### src/rtl/nal_pkg.sv
// Shared definitions for the Annex-B NAL packer.
//   START_CODE_LEN : bytes in the emitted start code (00 00 00 01)
//   EPB_BYTE       : emulation-prevention byte inserted into the payload
//   nal_state_e    : packer FSM states; each state names the byte held in the
//                    output register (StIdle: nothing held)
package nal_pkg;

    localparam int unsigned START_CODE_LEN = 4;
    localparam logic [7:0]  EPB_BYTE       = 8'h03;
    localparam logic [7:0]  SC_ZERO_BYTE   = 8'h00;
    localparam logic [7:0]  SC_ONE_BYTE    = 8'h01;

    typedef enum logic [2:0] {
        StIdle,
        StSc0,
        StSc1,
        StSc2,
        StSc3,
        StHdr,
        StData,
        StEpb
    } nal_state_e;

endpackage

### src/rtl/nal_byte_fifo.sv
// Synchronous byte FIFO for NAL payload bytes.
//   clk, rst_n : clock, asynchronous active-low reset
//   wr_en      : push wr_data (caller guarantees !full or rd_en in the same cycle)
//   wr_data    : byte to push
//   rd_en      : pop the head byte (caller guarantees !empty)
//   full/empty : occupancy flags
//   count      : occupancy, 0..FIFO_DEPTH
//   head       : byte at the FIFO head (valid when !empty)
module nal_byte_fifo #(
    parameter int unsigned FIFO_DEPTH = 16,
    parameter int unsigned FIFO_AW    = 4
) (
    input  logic               clk,
    input  logic               rst_n,
    input  logic               wr_en,
    input  logic [7:0]         wr_data,
    input  logic               rd_en,
    output logic               full,
    output logic               empty,
    output logic [FIFO_AW:0]   count,
    output logic [7:0]         head
);

    localparam logic [FIFO_AW:0] DEPTH_CNT = (FIFO_AW + 1)'(FIFO_DEPTH);

    logic [7:0]         mem_q [FIFO_DEPTH];
    logic [FIFO_AW-1:0] wr_ptr_q;
    logic [FIFO_AW-1:0] rd_ptr_q;
    logic [FIFO_AW:0]   count_q;

    // Storage carries no reset; only pointers and count define validity.
    always_ff @(posedge clk) begin
        if (wr_en) begin
            mem_q[wr_ptr_q] <= wr_data;
        end
    end

    // Pointers wrap naturally since FIFO_DEPTH is a power of two.
    always_ff @(posedge clk or negedge rst_n) begin
        if (!rst_n) begin
            wr_ptr_q <= '0;
            rd_ptr_q <= '0;
            count_q  <= '0;
        end else begin
            if (wr_en) begin
                wr_ptr_q <= wr_ptr_q + 1'b1;
            end
            if (rd_en) begin
                rd_ptr_q <= rd_ptr_q + 1'b1;
            end
            if (wr_en && !rd_en) begin
                count_q <= count_q + 1'b1;
            end else if (!wr_en && rd_en) begin
                count_q <= count_q - 1'b1;
            end
        end
    end

    assign full  = (count_q == DEPTH_CNT);
    assign empty = (count_q == '0);
    assign count = count_q;
    assign head  = mem_q[rd_ptr_q];

endmodule

### src/rtl/nal_ep_packer.sv
// Annex-B NAL packer: emits 00 00 00 01, the NAL header byte, then the
// payload with emulation-prevention bytes inserted.
//   clk, rst_n             : clock, asynchronous active-low reset
//   nal_start, nal_header  : begin a NAL (IDLE only), header byte latched with it
//   nal_end                : last payload byte delivered (or being delivered)
//   bs_valid_i, bs_i       : payload byte stream, no backpressure
//   out_valid, out_data    : registered output byte, held until out_ready
//   out_ready              : sink accepts out_data this cycle
//   busy_o                 : FSM not idle
//   nal_done               : one-cycle pulse once the NAL is fully emitted
//   ovf_o                  : sticky, a payload byte was dropped on a full FIFO
module nal_ep_packer
    import nal_pkg::*;
#(
    parameter int unsigned FIFO_DEPTH = 16,
    parameter int unsigned FIFO_AW    = 4
) (
    input  logic       clk,
    input  logic       rst_n,
    input  logic       nal_start,
    input  logic [7:0] nal_header,
    input  logic       nal_end,
    input  logic       bs_valid_i,
    input  logic [7:0] bs_i,
    output logic       out_valid,
    output logic [7:0] out_data,
    input  logic       out_ready,
    output logic       busy_o,
    output logic       nal_done,
    output logic       ovf_o
);

    nal_state_e state_q, state_d;
    logic [7:0] hdr_q, hdr_d;
    logic [1:0] zero_cnt_q, zero_cnt_d;
    logic       end_pend_q, end_pend_d;
    logic       out_valid_q, out_valid_d;
    logic [7:0] out_data_q, out_data_d;
    logic       nal_done_q, nal_done_d;
    logic       ovf_q, ovf_d;

    logic             fifo_wr;
    logic             fifo_pop;
    logic             fifo_full;
    logic             fifo_empty;
    logic [FIFO_AW:0] fifo_count;
    logic [7:0]       fifo_head;

    logic       out_free;
    logic       accept;
    logic       data_slot;
    logic [1:0] zc_eff;
    logic       need_epb;

    // A full FIFO still takes a byte when the head leaves in the same cycle.
    assign fifo_wr = bs_valid_i && (!fifo_full || fifo_pop);

    nal_byte_fifo #(
        .FIFO_DEPTH (FIFO_DEPTH),
        .FIFO_AW    (FIFO_AW)
    ) u_fifo (
        .clk     (clk),
        .rst_n   (rst_n),
        .wr_en   (fifo_wr),
        .wr_data (bs_i),
        .rd_en   (fifo_pop),
        .full    (fifo_full),
        .empty   (fifo_empty),
        .count   (fifo_count),
        .head    (fifo_head)
    );

    assign out_free = !out_valid_q || out_ready;
    assign accept   = out_valid_q && out_ready;
    // Zero run only counts payload bytes; leaving HDR or EPB restarts it.
    assign zc_eff   = (state_q == StData) ? zero_cnt_q : 2'd0;
    assign need_epb = (zc_eff == 2'd2) && (fifo_head[7:2] == 6'd0);

    always_comb begin
        state_d     = state_q;
        hdr_d       = hdr_q;
        zero_cnt_d  = zero_cnt_q;
        out_valid_d = out_valid_q && !out_ready;
        out_data_d  = out_data_q;
        nal_done_d  = 1'b0;
        fifo_pop    = 1'b0;
        data_slot   = 1'b0;
        end_pend_d  = end_pend_q || (nal_end && ((state_q != StIdle) || nal_start));
        ovf_d       = ovf_q || (bs_valid_i && fifo_full && !fifo_pop);

        unique case (state_q)
            StIdle: begin
                if (nal_start) begin
                    hdr_d       = nal_header;
                    out_valid_d = 1'b1;
                    out_data_d  = SC_ZERO_BYTE;
                    state_d     = StSc0;
                end
            end
            StSc0: begin
                if (accept) begin
                    out_valid_d = 1'b1;
                    out_data_d  = SC_ZERO_BYTE;
                    state_d     = StSc1;
                end
            end
            StSc1: begin
                if (accept) begin
                    out_valid_d = 1'b1;
                    out_data_d  = SC_ZERO_BYTE;
                    state_d     = StSc2;
                end
            end
            StSc2: begin
                if (accept) begin
                    out_valid_d = 1'b1;
                    out_data_d  = SC_ONE_BYTE;
                    state_d     = StSc3;
                end
            end
            StSc3: begin
                if (accept) begin
                    out_valid_d = 1'b1;
                    out_data_d  = hdr_q;
                    state_d     = StHdr;
                end
            end
            StHdr: begin
                if (accept) begin
                    zero_cnt_d = 2'd0;
                    state_d    = StData;
                    data_slot  = 1'b1;
                end
            end
            StData: begin
                if (out_free) begin
                    data_slot = 1'b1;
                    // A byte arriving this cycle must still go out before done.
                    if (fifo_empty && !bs_valid_i && end_pend_q) begin
                        nal_done_d = 1'b1;
                        end_pend_d = 1'b0;
                        zero_cnt_d = 2'd0;
                        state_d    = StIdle;
                    end
                end
            end
            StEpb: begin
                if (accept) begin
                    zero_cnt_d = 2'd0;
                    state_d    = StData;
                    data_slot  = 1'b1;
                end
            end
        endcase

        // Output register is free for a payload byte: either insert 0x03 in
        // front of the head byte (left in place) or move the head byte out.
        if (data_slot && !fifo_empty) begin
            out_valid_d = 1'b1;
            if (need_epb) begin
                out_data_d = EPB_BYTE;
                state_d    = StEpb;
            end else begin
                out_data_d = fifo_head;
                fifo_pop   = 1'b1;
                if (fifo_head == 8'h00) begin
                    zero_cnt_d = (zc_eff == 2'd0) ? 2'd1 : 2'd2;
                end else begin
                    zero_cnt_d = 2'd0;
                end
            end
        end
    end

    always_ff @(posedge clk or negedge rst_n) begin
        if (!rst_n) begin
            state_q     <= StIdle;
            hdr_q       <= 8'h00;
            zero_cnt_q  <= 2'd0;
            end_pend_q  <= 1'b0;
            out_valid_q <= 1'b0;
            out_data_q  <= 8'h00;
            nal_done_q  <= 1'b0;
            ovf_q       <= 1'b0;
        end else begin
            state_q     <= state_d;
            hdr_q       <= hdr_d;
            zero_cnt_q  <= zero_cnt_d;
            end_pend_q  <= end_pend_d;
            out_valid_q <= out_valid_d;
            out_data_q  <= out_data_d;
            nal_done_q  <= nal_done_d;
            ovf_q       <= ovf_d;
        end
    end

    assign out_valid = out_valid_q;
    assign out_data  = out_data_q;
    assign nal_done  = nal_done_q;
    assign ovf_o     = ovf_q;
    assign busy_o    = (state_q != StIdle);

endmodule

### config.mk
export PLATFORM = sky130hd
export DESIGN_NAME = nal_ep_packer
export DESIGN_NICKNAME = d
export VERILOG_FILES = /design/src/rtl/nal_pkg.sv /design/src/rtl/nal_byte_fifo.sv /design/src/rtl/nal_ep_packer.sv
export SDC_FILE = /design/constraint.sdc
export NUM_CORES = 1
export LEC_CHECK = 0
export CAP_MARGIN = 15
export CORE_MARGIN = 8
export CORE_UTILIZATION = 55
export CTS_BUF_LIST = sky130_fd_sc_hd__clkbuf_2
export DETAILED_ROUTE_END_ITERATION = 6
export GPL_TIMING_DRIVEN = 0
export PLACE_DENSITY = 0.84
export SLEW_MARGIN = 40
export SYNTH_ARGS = -nofsm -noshare
export SYNTH_HDL_FRONTEND = slang
export SYNTH_SLANG_ARGS = --single-unit
### constraint.sdc
create_clock -name clk -period 5.3 [get_ports clk]
set_clock_uncertainty 0.15 [all_clocks]
set_input_delay 0.53 -clock clk [delete_from_list [all_inputs] [get_ports clk]]
set_output_delay 0.53 -clock clk [all_outputs]
set_load 0.05 [all_outputs]
==> results.sh <==
export IMPL_post_layout_minimum_cycle_time_ps=4560
export IMPL_maximum_number_of_pins_on_one_net_before_global_route_repair=26
export IMPL_finalNetCount=536
export IMPL_tritoncts="done"
export IMPL_fin_cells=690
export IMPL_final_setup_viol_count=0
export IMPL_timing_max_slew_rel_slack=0.508
export IMPL_tightestPinTransition_ps=731
export IMPL_netlist_area_leader_share=0.541
export IMPL_finalWeightedCongestion=0.831
export IMPL_detail_route_drc_violations=0
export IMPL_worst_setup_path_end_kind="flop"
export IMPL_synth_warnings=0
export IMPL_hp_class="input port to flop"
export IMPL_layout_worst_path_cycle_share=0.860
export IMPL_synth_edff_count=128
export IMPL_die_w_um=130
export IMPL_post_synth_most_frequent_cells="sky130_fd_sc_hd__edfxtp_1 (128), sky130_fd_sc_hd__dfrtp_1 (38), sky130_fd_sc_hd__nor2_1 (27)"
export IMPL_grt_antenna_before_repair=1
export IMPL_grt_first_pass_wirelength_um=22600
export IMPL_max_clock_path_buffers=2
export IMPL_syn_avg_cell_area_um2=15.9
export IMPL_via_count_of_the_first_global_routing_pass=4069
export IMPL_floorplan_rows=41
export IMPL_synth_async_sr_flop_share=0.229
export IMPL_synthesis_nets=480
export IMPL_totalPowerFinal_mw=3.84
export IMPL_clock_latency_ps=750
export IMPL_synth_area_um2=7110
export IMPL_first_pass_iters=5
export IMPL_synth_area_leader_cell="sky130_fd_sc_hd__edfxtp_1"
export IMPL_num_vias=4143
export IMPL_hpwlAfterDp_um=9770
export IMPL_fp_coreArea_um2=12600
export IMPL_max_clock_freq_mhz=219
export IMPL_cts_made_buffers=17
export IMPL_io_pin_count=34
export IMPL_critical_path_class="flop to flop"
export IMPL_layout_area_overhead_vs_synth_pct=11.2
export IMPL_cts_htree_levels=4
export IMPL_critPathRequiredTime_ps=5780
export IMPL_status="finished, final reports clean"
export IMPL_filler_cells=917
export IMPL_final_hold_violation_count=0
export IMPL_drive_above_1_share=0.178
export IMPL_power_static_leakage_nw=2.82
export IMPL_post_synth_top_count_cell="sky130_fd_sc_hd__edfxtp_1"
export IMPL_worst_setup_path_start_kind="flop"
export IMPL_globalRouteOverflowTotal=0
export IMPL_synth_ff_latch_count=166
export IMPL_setup_total_negative_slack_ps=0
export IMPL_synth_ff_type="sky130_fd_sc_hd__edfxtp_1"
export IMPL_io_buffer_count=33
export IMPL_power_per_cell_area_nw_per_um2=485
export IMPL_numPlacedInstances=654
export IMPL_avg_wl_per_cell_um=21.3
export IMPL_clk_root_buffer_cell="sky130_fd_sc_hd__clkbuf_2"
export IMPL_worst_setup_hold_path_clk_slew_ps=240
export IMPL_ys_types=51
export IMPL_track_usage=0.182
export IMPL_postSynthCellCount=448
export IMPL_power_ir_vdd_worst_mv=0.183
export IMPL_synth_top_cells_by_area="sky130_fd_sc_hd__edfxtp_1 (54%), sky130_fd_sc_hd__dfrtp_1 (13%), sky130_fd_sc_hd__mux4_2 (7.6%), sky130_fd_sc_hd__mux2_2 (3.0%), sky130_fd_sc_hd__mux2i_1 (3.0%)"
export IMPL_finalWirelength_um=14700
export IMPL_detail_route_antenna_nets=0
export IMPL_cts_sinks=166
export IMPL_critPathArrivalTime_ps=5040
export IMPL_chipHeight_um=130
export IMPL_final_hold_worst_slack_ps=217
export IMPL_count_of_routing_violations_after_the_opening_detailed_route_iteration=467
export IMPL_slew_viols_final=0
export IMPL_initial_utilization=0.563
export IMPL_post_dr_vias_cell=6.00
export IMPL_seq_area_frac_synth=0.674
export IMPL_max_cap_violations=0
export IMPL_die_area_um2=16800
export IMPL_setup_repair_after_global_routing_missed_its_margin="no"
export IMPL_maximum_fanout_count_along_the_critical_path=10
-- sequential cells by signal (all words and copies together) (netlist names) --
register and count:
end_pend_q 1, hdr_q 8, nal_done 1, out_data 8, out_valid 1, ovf_o 1, state_q 3, u_fifo.count 5
u_fifo.mem_q 128, u_fifo.rd_ptr_q 4, u_fifo.wr_ptr_q 4, zero_cnt_q 2
-- worst max-delay path: stages (launching register included) --
cell and delay, ps:
sky130_fd_sc_hd__dfrtp_1 420, sky130_fd_sc_hd__buf_4 220, sky130_fd_sc_hd__buf_2 310, sky130_fd_sc_hd__buf_2 380
sky130_fd_sc_hd__nor2_1 100, sky130_fd_sc_hd__a22oi_1 340, sky130_fd_sc_hd__a2111oi_4 160, sky130_fd_sc_hd__o21bai_2 280
sky130_fd_sc_hd__o211a_1 360, sky130_fd_sc_hd__buf_2 260, sky130_fd_sc_hd__ha_1 220, sky130_fd_sc_hd__inv_1 110
sky130_fd_sc_hd__fa_1 410, sky130_fd_sc_hd__a21o_1 180, sky130_fd_sc_hd__a21oi_1 170, sky130_fd_sc_hd__xnor2_1 130
sky130_fd_sc_hd__nor2_1 70, sky130_fd_sc_hd__xor2_1 150
-- per-stage QoR --
stage	area, um^2	setup WS [ps]	utilization
finish	7910	743	0.627
global route	7910	460	0.627
CTS	7910	757	0.627
detailed placement	7680	828	0.609
global placement	7660	949	0.607
floorplan	7110	1520	-
-- layer usage --
| metal | vias to the layer above | track usage | wire (um) |
|---|---|---|---|
| met1 | 2060 | 0.235 | 5980 |
| met4 | 0 | 0.0717 | 242 |
| li1 | 1856 | - | - |
| met2 | 202 | 0.288 | 7260 |
| met3 | 25 | 0.0514 | 1230 |
| met5 | - | 0 | 0 |
-- cell usage in the layout, fill, tap and decap left out, types with 3 or more instances in the layout --
cell	instances
sky130_fd_sc_hd__a21o_1	3
sky130_fd_sc_hd__a21oi_1	16
sky130_fd_sc_hd__a221oi_1	4
sky130_fd_sc_hd__a22oi_1	4
sky130_fd_sc_hd__and2_1	5
sky130_fd_sc_hd__and3_1	18
sky130_fd_sc_hd__buf_2	9
sky130_fd_sc_hd__clkbuf_1	9
sky130_fd_sc_hd__clkbuf_2	19
sky130_fd_sc_hd__clkdlybuf4s50_1	32
sky130_fd_sc_hd__clkinv_4	4
sky130_fd_sc_hd__dfrtp_1	38
sky130_fd_sc_hd__dlygate4sd3_1	3
sky130_fd_sc_hd__edfxtp_1	128
sky130_fd_sc_hd__ha_1	9
sky130_fd_sc_hd__inv_1	8
sky130_fd_sc_hd__inv_6	3
sky130_fd_sc_hd__mux2_2	19
sky130_fd_sc_hd__mux2i_1	21
sky130_fd_sc_hd__mux4_2	24
sky130_fd_sc_hd__nand2_1	23
sky130_fd_sc_hd__nand3_1	6
sky130_fd_sc_hd__nor2_1	27
sky130_fd_sc_hd__nor2b_1	8
sky130_fd_sc_hd__nor3_1	4
sky130_fd_sc_hd__o21ai_0	18
sky130_fd_sc_hd__or3_1	3
sky130_fd_sc_hd__xnor2_1	8
-- final cells by class --
type | instances | area [um^2] | share of cell area
Sequential cell | 166 | 4790 | 0.606
Multi-Input combinational cell | 254 | 2200 | 0.278
Timing Repair Buffer | 37 | 383 | 0.0484
Tap cell | 172 | 215 | 0.0272
Clock inverter | 13 | 97.6 | 0.0123
Clock buffer | 19 | 95.1 | 0.0120
Buffer | 19 | 92.6 | 0.0117
Inverter | 9 | 33.8 | 0.00427
Antenna cell | 1 | 2.50 | 0.000316
-- logic make-up after synthesis --
family                     count (synthesis)  synth area share
and+or+nand+nor                          106            0.0760
DFF                                      166             0.674
muxes                                     65             0.139
buffers and inverters                     28            0.0178
xor gates and xnor gates                  10            0.0123
adders and majority gates                 10            0.0187
AOI/OAI and AO/OA                         63            0.0616
-- worst paths after layout --
path,start,depth (start not counted),slack (ps),endpoint
setup / recovery,u_fifo.rd_ptr_q[0],17,740,u_fifo.count[4]
hold / removal,nal_end,3,220,end_pend_q
setup reg to reg,u_fifo.rd_ptr_q[0],17,740,u_fifo.count[4]
hold reg to reg,ovf_o,1,330,ovf_o
max in group asynchronous,rst_n,4,3400,hdr_q[6]
min in group asynchronous,rst_n,3,580,out_data[5]
-- power by group --
group	total [mW]	internal [mW]	switching [mW]
registers	1.75	1.63	0.122
logic	1.50	0.626	0.876
clock network	0.587	0.132	0.455
total	3.84	2.38	1.45
-- what timing repair did --
action | in CTS | in global routing
setup buffers | 0 | 0
gates resized for setup | 0 | 0
hold buffers | 3 | 0
endpoints found under the hold margin | 38 | 0
No activity file was read; power rests on OpenSTA's default activity.
